## src/rtl/sequence_generator_pkg.sv

```systemverilog
// Shared types and constants for the serial pattern transmitter.
package sequence_generator_pkg;

  // Transmitter FSM states; S_GAP is only reachable when SEQ_GEN_GAP_EN is defined.
  typedef enum logic [1:0] {
    S_IDLE = 2'd0,
    S_SEND = 2'd1,
    S_GAP  = 2'd2
  } seq_gen_state_t;

  // Pattern recognised by the matching sequence_detector (bit 0 is sent first).
  localparam logic [11:0] SEQ_DEFAULT_PATTERN = 12'b1110_1101_1011;

  // Width of a counter that must index n positions (at least one bit).
  function automatic int seq_cnt_width(input int n);
    return (n > 2) ? $clog2(n) : 1;
  endfunction

endpackage

```

## src/rtl/sequence_generator.sv

```systemverilog
// Serial pattern transmitter: latches a W-bit pattern on start and shifts it
// out LSB first, one bit per clock, repeating the frame repeat_i extra times.
// Optional feature macro: SEQ_GEN_GAP_EN inserts GAP idle cycles between
// repeated frames; without it frames are sent back-to-back.
module sequence_generator
  import sequence_generator_pkg::*;
#(
  parameter int             W               = 12,
  parameter logic [W-1:0]   DEFAULT_PATTERN = W'(SEQ_DEFAULT_PATTERN),
  parameter int             GAP             = 2
) (
  input  logic         clk,
  input  logic         reset_n,
  input  logic         start_i,
  input  logic         use_default_i,
  input  logic [W-1:0] pattern_i,
  input  logic [7:0]   repeat_i,
  output logic         x_o,
  output logic         x_valid_o,
  output logic         busy_o,
  output logic         done_o
);

  localparam int            CW       = seq_cnt_width(W);
  localparam logic [CW-1:0] LAST_BIT = CW'(W - 1);

  // Reject parameter values outside the supported range at elaboration.
  if (W < 2 || W > 32 || GAP < 1 || GAP > 15) begin : g_bad_param
    $error("sequence_generator: W must be 2..32 and GAP 1..15");
  end

  seq_gen_state_t state_r;
  logic [W-1:0]   pattern_r;    // copy used to reload repeated frames
  logic [W-1:0]   shift_r;      // bits still to be sent in the current frame
  logic [CW-1:0]  bit_cnt_r;    // index of the bit currently on x_o
  logic [7:0]     frame_cnt_r;  // frames remaining after the current one
  logic [W-1:0]   load_pattern_s;

`ifdef SEQ_GEN_GAP_EN
  localparam logic [3:0] GAP_LAST = 4'(GAP - 1);
  logic [3:0] gap_cnt_r;
`endif

  // Pattern to latch when a start request is accepted.
  always_comb begin
    load_pattern_s = pattern_i;
    if (use_default_i) begin
      load_pattern_s = DEFAULT_PATTERN;
    end else begin
      load_pattern_s = pattern_i;
    end
  end

  // Transmitter FSM with registered serial outputs. x_o is loaded with the
  // bit to be shown in the following cycle, so bit 0 appears one cycle after
  // the start edge and the shift register always holds the remaining bits.
  always_ff @(posedge clk) begin
    if (!reset_n) begin
      state_r     <= S_IDLE;
      pattern_r   <= '0;
      shift_r     <= '0;
      bit_cnt_r   <= '0;
      frame_cnt_r <= 8'd0;
      x_o         <= 1'b0;
      x_valid_o   <= 1'b0;
      busy_o      <= 1'b0;
      done_o      <= 1'b0;
`ifdef SEQ_GEN_GAP_EN
      gap_cnt_r   <= 4'd0;
`endif
    end else begin
      done_o <= 1'b0;
      case (state_r)
        S_IDLE: begin
          if (start_i) begin
            state_r     <= S_SEND;
            pattern_r   <= load_pattern_s;
            shift_r     <= {1'b0, load_pattern_s[W-1:1]};
            bit_cnt_r   <= '0;
            frame_cnt_r <= repeat_i;
            x_o         <= load_pattern_s[0];
            x_valid_o   <= 1'b1;
            busy_o      <= 1'b1;
          end else begin
            x_o         <= 1'b0;
            x_valid_o   <= 1'b0;
            busy_o      <= 1'b0;
          end
        end

        S_SEND: begin
          if (bit_cnt_r == LAST_BIT) begin
            bit_cnt_r <= '0;
            if (frame_cnt_r == 8'd0) begin
              state_r   <= S_IDLE;
              x_o       <= 1'b0;
              x_valid_o <= 1'b0;
              busy_o    <= 1'b0;
              done_o    <= 1'b1;
            end else begin
              frame_cnt_r <= frame_cnt_r - 8'd1;
`ifdef SEQ_GEN_GAP_EN
              state_r     <= S_GAP;
              gap_cnt_r   <= 4'd0;
              x_o         <= 1'b0;
              x_valid_o   <= 1'b0;
`else
              shift_r     <= {1'b0, pattern_r[W-1:1]};
              x_o         <= pattern_r[0];
              x_valid_o   <= 1'b1;
`endif
            end
          end else begin
            bit_cnt_r <= bit_cnt_r + CW'(1);
            shift_r   <= {1'b0, shift_r[W-1:1]};
            x_o       <= shift_r[0];
            x_valid_o <= 1'b1;
          end
        end

`ifdef SEQ_GEN_GAP_EN
        S_GAP: begin
          if (gap_cnt_r == GAP_LAST) begin
            state_r   <= S_SEND;
            shift_r   <= {1'b0, pattern_r[W-1:1]};
            x_o       <= pattern_r[0];
            x_valid_o <= 1'b1;
          end else begin
            gap_cnt_r <= gap_cnt_r + 4'd1;
            x_o       <= 1'b0;
            x_valid_o <= 1'b0;
          end
        end
`endif

        default: begin
          state_r   <= S_IDLE;
          x_o       <= 1'b0;
          x_valid_o <= 1'b0;
          busy_o    <= 1'b0;
        end
      endcase
    end
  end

endmodule

```

## config.mk

```make
export PLATFORM = sky130hd
export DESIGN_NAME = sequence_generator
export DESIGN_NICKNAME = d
export VERILOG_FILES = /design/src/rtl/sequence_generator_pkg.sv /design/src/rtl/sequence_generator.sv
export SDC_FILE = /design/constraint.sdc
export NUM_CORES = 1
export LEC_CHECK = 0
export ABC_AREA = 1
export BUFFER_PORTS_ARGS = -buffer_cell sky130_fd_sc_hd__buf_2
export CORE_ASPECT_RATIO = 1.5
export CORE_MARGIN = 2
export CORE_UTILIZATION = 48
export DETAILED_ROUTE_END_ITERATION = 7
export PLACE_DENSITY = 0.71
export SYNTH_ARGS = -nofsm -noshare
export SYNTH_HDL_FRONTEND = slang
export SYNTH_SLANG_ARGS = --single-unit
```

## constraint.sdc

```tcl
create_clock -name clk -period 2.8 [get_ports clk]
set_input_delay 0.7 -clock clk [delete_from_list [all_inputs] [get_ports clk]]
set_output_delay 0.7 -clock clk [all_outputs]
set_load 0.005 [all_outputs]
```

Word-level counts from Yosys, hierarchy flattened
Cells that the tools add are included.

word-level totals
  output and inout bits = 4
  input bits = 24
  flip-flop bits (word level) = 42

cells by class
  add/sub/neg operators = 2
  reductions and logical operators = 10
  mux-type cells = 28
  eq/ne operators = 7

operator list
  operator             count
  $mux 12              4
  $mux 8               3
  $pmux 12 s2          1
  $pmux 8 s2           1
  $mux 1               9
  $reduce_and 3->1     3
  $logic_not 8->1      1
  $mux 4               2
  $ne 2x2->1 const B   4
  $pmux 4 s2           1
  $sub 8x1->8 const B  1
  $mux 2               3
  $pmux 1 s2           3
  $reduce_and 2->1     3
  $add 4x1->4 const B  1
  $eq 4x4->1 const B   1
  $pmux 2 s2           1
  $reduce_and 4->1     1
  $ne 3x3->1 const B   1
  $eq 2x1->1 const B   1
  $logic_not 2->1      1
  $reduce_bool 2->1    1

Longest topological paths before layout
  word-level depth = 4
  mapped depth = 10
  mapped depth without buffers = 9

Least setup slack after synthesis
OpenSTA, ideal clock, no wires.

  path type = input to register
  start point = in start_i
  end point = reg shift_r[2]
  path slack = 1369 ps
  buffers on the path = 1
  stages on the path = 7
  required time = 2662 ps
  data arrival time = 1293 ps
  cells stage by stage = nor2_1 -> inv_1 -> nand2_4 -> inv_2 -> buf_6 -> nand2_1 -> a21oi_2

between the ends
  word-level cells in the longest chain between the ends = 2

ends and longest elaborated chain
  element                     RTL line                   source
  start, declared             sequence_generator.sv:14   input logic start_i,
  $ne 2x2->1 (no line)        --
  $reduce_and 3->1 (no line)  --
  end signal, assigned        sequence_generator.sv:78   shift_r <= {1'b0, load_pattern_s[W-1:1]};
  end signal, assigned        sequence_generator.sv:108  shift_r <= {1'b0, pattern_r[W-1:1]};
  end signal, assigned        sequence_generator.sv:115  shift_r <= {1'b0, shift_r[W-1:1]};
  end, declared               sequence_generator.sv:34   logic [W-1:0] shift_r;

No other way between the ends.
A chain may end at the register's enable or synchronous reset.

Worst setup path after layout
  start point = reg state_r[0]
  end point = reg frame_cnt_r[1]

between the ends
  word-level cells in the longest chain between the ends = 3

ends and longest elaborated chain
  element                                                    RTL line                   source
  start, declared                                            sequence_generator.sv:32   seq_gen_state_t state_r;
  start signal, assigned                                     sequence_generator.sv:59   state_r <= S_IDLE;
  start signal, assigned                                     sequence_generator.sv:76   state_r <= S_SEND;
  start signal, assigned                                     sequence_generator.sv:95   state_r <= S_IDLE;
  $eq 2x1->1 or $logic_not 2->1 (tied branches)              sequence_generator.sv:73   case (state_r)
  $ne 2x2->1 (no line) or $reduce_bool 2->1 (tied branches)  --
  $reduce_and 4->1 (no line)                                 --
  end signal, assigned                                       sequence_generator.sv:80   frame_cnt_r <= repeat_i;
  end signal, assigned                                       sequence_generator.sv:101  frame_cnt_r <= frame_cnt_r - 8'd1;
  end, declared                                              sequence_generator.sv:36   logic [7:0] frame_cnt_r;

Several ways; a longest one is shown, not always the timed one.

==> metrics.sh <==
OUTCOME='completed'
INITIAL_DRT_PASS_ITERATIONS=4
NUM-FILL-CELLS=424
PATH_CELLS='inv_4 > nor2_4 > o21ai_1 > nand2_1 > inv_1 > nor2_1 > nor2_1'
WORSTSKEWPAIRLATENCY_NS=0.30
FINAL_ANTENNA_NET_COUNT=0
POWER_DENSITY_OVER_THE_CELLS_nW_PER_UM2=563
CLOCK_SINKS=40
WORST_IR_DROP_VDD_mV=0.434
R2R_SLACK_NS=0.73
TIMING.REG2REG.WORST_PATH_DEPTH=7
CRITICAL-PATH-MAX-STAGE-DELAY_NS=0.70
SEQ_AREA_FRAC_SYNTH_PCT=39.7
FINALHOLDVIOLATIONS=0
P_INT_mW=0.888
GLOBALROUTE.TOTALOVERFLOW=0
CRIT_BUF_INV=2
WORSTREG2REGSTART='state_r[0]$_SDFFE_PN0P_'
PLACE_INST=352
DISTINCT_CELL_TYPE_COUNT_OF_THE_SYNTHESIZED_NETLIST=30
SLOWEST_CELL_ON_THE_CRITICAL_PATH='dfxtp_1'
TIGHTESTPINTRANSITION_NS=0.583
DIEAREA_UM2=4750
SKEW_FINAL_NS=0.00522
CTS_BUFFERS=5
FINAL_NET_COUNT=341
WIRELENGTH_MM=4.51
DP.FINAL_HPWL_MM=3.25
GRT_PASS1_VIAS=1770
LAYOUT.CELLS.NON_FILLER=360
END_KIND='register'
POST-LAYOUT-TOTAL-POWER_mW=1.26
P_CLK_SHARE_PCT=32.4
DRT_DRC_VIOLATIONS_LEFT=0
SETUP_VIOL=0
CTS_TREE='done'
CELL_FAMILY_WITH_THE_LARGEST_SHARE_OF_CRITICAL_PATH_DELAY='simple AND/OR/NAND/NOR gates'
SLEW_HEADROOM_PCT=61.1
CP.REQUIRED_NS=2.99
DIE-HEIGHT_UM=83.4
HP-CLASS='reg2reg'
YS_ASYNC_SR_FRACTION_PCT=0
POST-ROUTE-PERIOD-UTIL_PCT=73.8
FLOORPLAN.INITIALDENSITY_PCT=50.5
CRITICAL_PATH_CELL_COUNT=7
CTS-RESIZED-GATES=0
LEAKAGEPOWER_nW=0.956
SYNTH_FF_TYPE='dfxtp_1'
MAX-CAP-VIOLATIONS=0
POST_CTS_BUFFERS=0
SETUP_REPAIR_AFTER_GLOBAL_ROUTING_MISSED_ITS_MARGIN='no'
GLOBAL_ROUTE_WIRE_LENGTH_BEFORE_REPAIR_MM=7.70
NUM_ROWS=28
SYNTHESIS.NETS=318
AVGVIACOUNTPERCELL=5.19
CP_DATA_ARRIVAL_TIME_NS=2.26
PATH_CLK_SLEW_NS=0.08
PATH_MAX_FANOUT=19
SETUP.WORST_PATH.START='state_r[0]$_SDFFE_PN0P_'
VIAS=1868
CTS_ROOT_BUF='clkbuf_8'
POWER.SWITCHING_mW=0.368
ANTENNA_CELLS=0
GRT_UTIL_ALL_LAYERS_PCT=20.2
YS_FF_LATCH=40
SHARE_SEQ_OF_TOTAL_POWER_PCT=50.8
ANTENNA_FOUND_INITIAL=0
GLOBALPLACE.CONGESTION=0.902
STARTPOINT_CLASS='register'
YOSYS_WARNINGS=0
TIMING.CRITICAL_PATH.MODE_CELL='nor2_1'
FIN_TNS_SETUP_NS=0
REG2REG_TO='frame_cnt_r[1]$_SDFFE_PN0P_'
SYNTH_EDF_COUNT=0
TIMING_MAX_TRANSITION_VIOLATIONS_FINAL=0
CTS_HTREE_LEVELS=2
CORE_AREA_UM2=3990
IO_PINS=28
SYNTH_LARGEST_AREA_CELL='dfxtp_1'
FINAL_LAYOUT_SIZE_SUFFIX_GT1_SHARE_PCT=19.4
FMAX_MHz=484
AREA_GROWTH_SYN_TO_LAYOUT_PCT=10.5
ENDPOINT='frame_cnt_r[1]$_SDFFE_PN0P_'
PLACEMENT.IO_BUFFERS=27
FLOORPLAN.DIE.WIDTH_UM=56.9
SWSHARE_PCT=29.3
DRT_INITIAL_VIOLATIONS=99
SYN_AREA_PER_CELL_UM2=6.94
WORST_HOLD_PATH.NUM_CELLS=2
GRT_MAX_DEGREE=32
HOLD_PATH_STARTPOINT='pattern_r[3]$_SDFFE_PN0P_'
WL_PER_CELL_UM=12.5
SYNTH_AREA_LEADERS='dfxtp_1 (40%), nand2_1 (16%), nand3_1 (7.2%)'
SYNTH_CELLS=291
TIMING.SETUP.CRITICAL_PATH_CLASS='reg2reg'
CTS_HOLD_BUFFERS=0
CTS_BUFFER_DEPTH=2
COMB_POWER_SHARE_PCT=16.8
TIMING.FINAL.CRIT_PERIOD_NS=2.07
YOSYS.AREA.TOP_TYPE_SHARE_PCT=39.7
TOTAL_STANDARD_CELL_AREA_AFTER_SYNTHESIS_UM2=2020
## final cells by class
cell class              count  area (um2)  share of cell area (%)
multi-input cells         217        1040                    46.8
clock inverters             1        7.51                   0.337
well taps                  45        56.3                    2.53
flip-flops and latches     40         801                    35.9
clock buffers               7        86.3                    3.87
repair buffers             30         158                    7.07
inverters                  20        77.6                    3.48
## cell usage in the layout, fill, tap and decap left out, types with 2 or more instances in the layout
cell / synthesis / routed
a21oi_2: 9 / 9
nand3_1: 29 / 29
nand2_2: 2 / 2
nand2_1: 88 / 88
a211oi_1: 2 / 2
a21oi_1: 18 / 18
inv_1: 17 / 17
inv_2: 2 / 2
o21ai_1: 3 / 3
nor2_2: 4 / 4
ha_1: 3 / 3
clkbuf_8: 0 / 6
dfxtp_1: 40 / 40
nor2_1: 26 / 26
buf_4: 2 / 3
buf_2: 4 / 27
o21ai_0: 22 / 22
or2_2: 3 / 3
## per-stage QoR
step / hold WS (ns) / setup slack, ns / cell area, um2 / utilization [%]
6_report: 0.469 / 0.733 / 2230 / 55.8
2_1_floorplan: 0.440 / 1.37 / 2020 / -
4_1_cts: 0.469 / 0.696 / 2230 / 55.8
3_3_place_gp: 0.447 / 0.779 / 2140 / 53.5
5_1_grt: 0.490 / 0.488 / 2230 / 55.8
3_5_place_dp: 0.453 / 0.715 / 2140 / 53.5
## power groups by stage
stage | sequential (mW) | clock, mW | combinational, mW
final | 0.638 | 0.406 | 0.211
after global routing | 0.643 | 0.434 | 0.243
after CTS | 0.638 | 0.417 | 0.212
after detailed placement | 0.651 | 0 | 0.212
after global placement | 0.651 | 0 | 0.210
after floorplan | 0.639 | 0 | 0.168
## synthesized netlist by cell type (3+ instances only)
cell      number
buf_2          4
nand2_1       88
a21oi_1       18
dfxtp_1       40
or2_2          3
ha_1           3
nand3_1       29
o21ai_1        3
nor2_2         4
inv_1         17
clkbuf_1       3
a21oi_2        9
o21ai_0       22
nor2_1        26
## tightest hold or removal path, cell delays in order (launching register included)
cell     delay, ns
dfxtp_1       0.32
nand2_1       0.06
a21oi_1       0.05
## registers in the layout, indices dropped and copies added (netlist names)
signal and flops:
pattern_r 12, busy_o 1, x_o 1, x_valid_o 1, shift_r 11, frame_cnt_r 8
state_r 1, bit_cnt_r 4, done_o 1
## kinds of logic (layout without fill, tap and decap cells)
family	after synthesis	count (layout)	synth area share, %
adder cells (fa/ha/maj)	3	3	1.86
AO/OA/AOI/OAI	57	57	16.3
XOR/XNOR	1	1	0.434
flip-flops	40	40	39.7
AND/OR/NAND/NOR	156	156	33.1
buffers and inverters	34	58	8.62
## worst min path at each step
stage	to	slack [ns]
3_5_place_dp	busy_o$_SDFFE_PN0P_	0.45
5_1_grt	pattern_r[7]$_SDFFE_PN0P_	0.49
6_report	pattern_r[3]$_SDFFE_PN0P_	0.47
3_3_place_gp	busy_o$_SDFFE_PN0P_	0.45
2_1_floorplan	pattern_r[1]$_SDFFE_PN0P_	0.44
4_1_cts	pattern_r[7]$_SDFFE_PN0P_	0.47
## layer usage
layer  part of all wire (%)  track usage [%]  vias to the layer above
met5                      0                0                        -
met4                    2.9             9.30                        0
met3                    3.7             3.27                       11
met2                     49             33.6                       48
met1                     44             25.0                      824
li1                       -                -                      985
No activity file was read; power rests on OpenSTA's default activity.
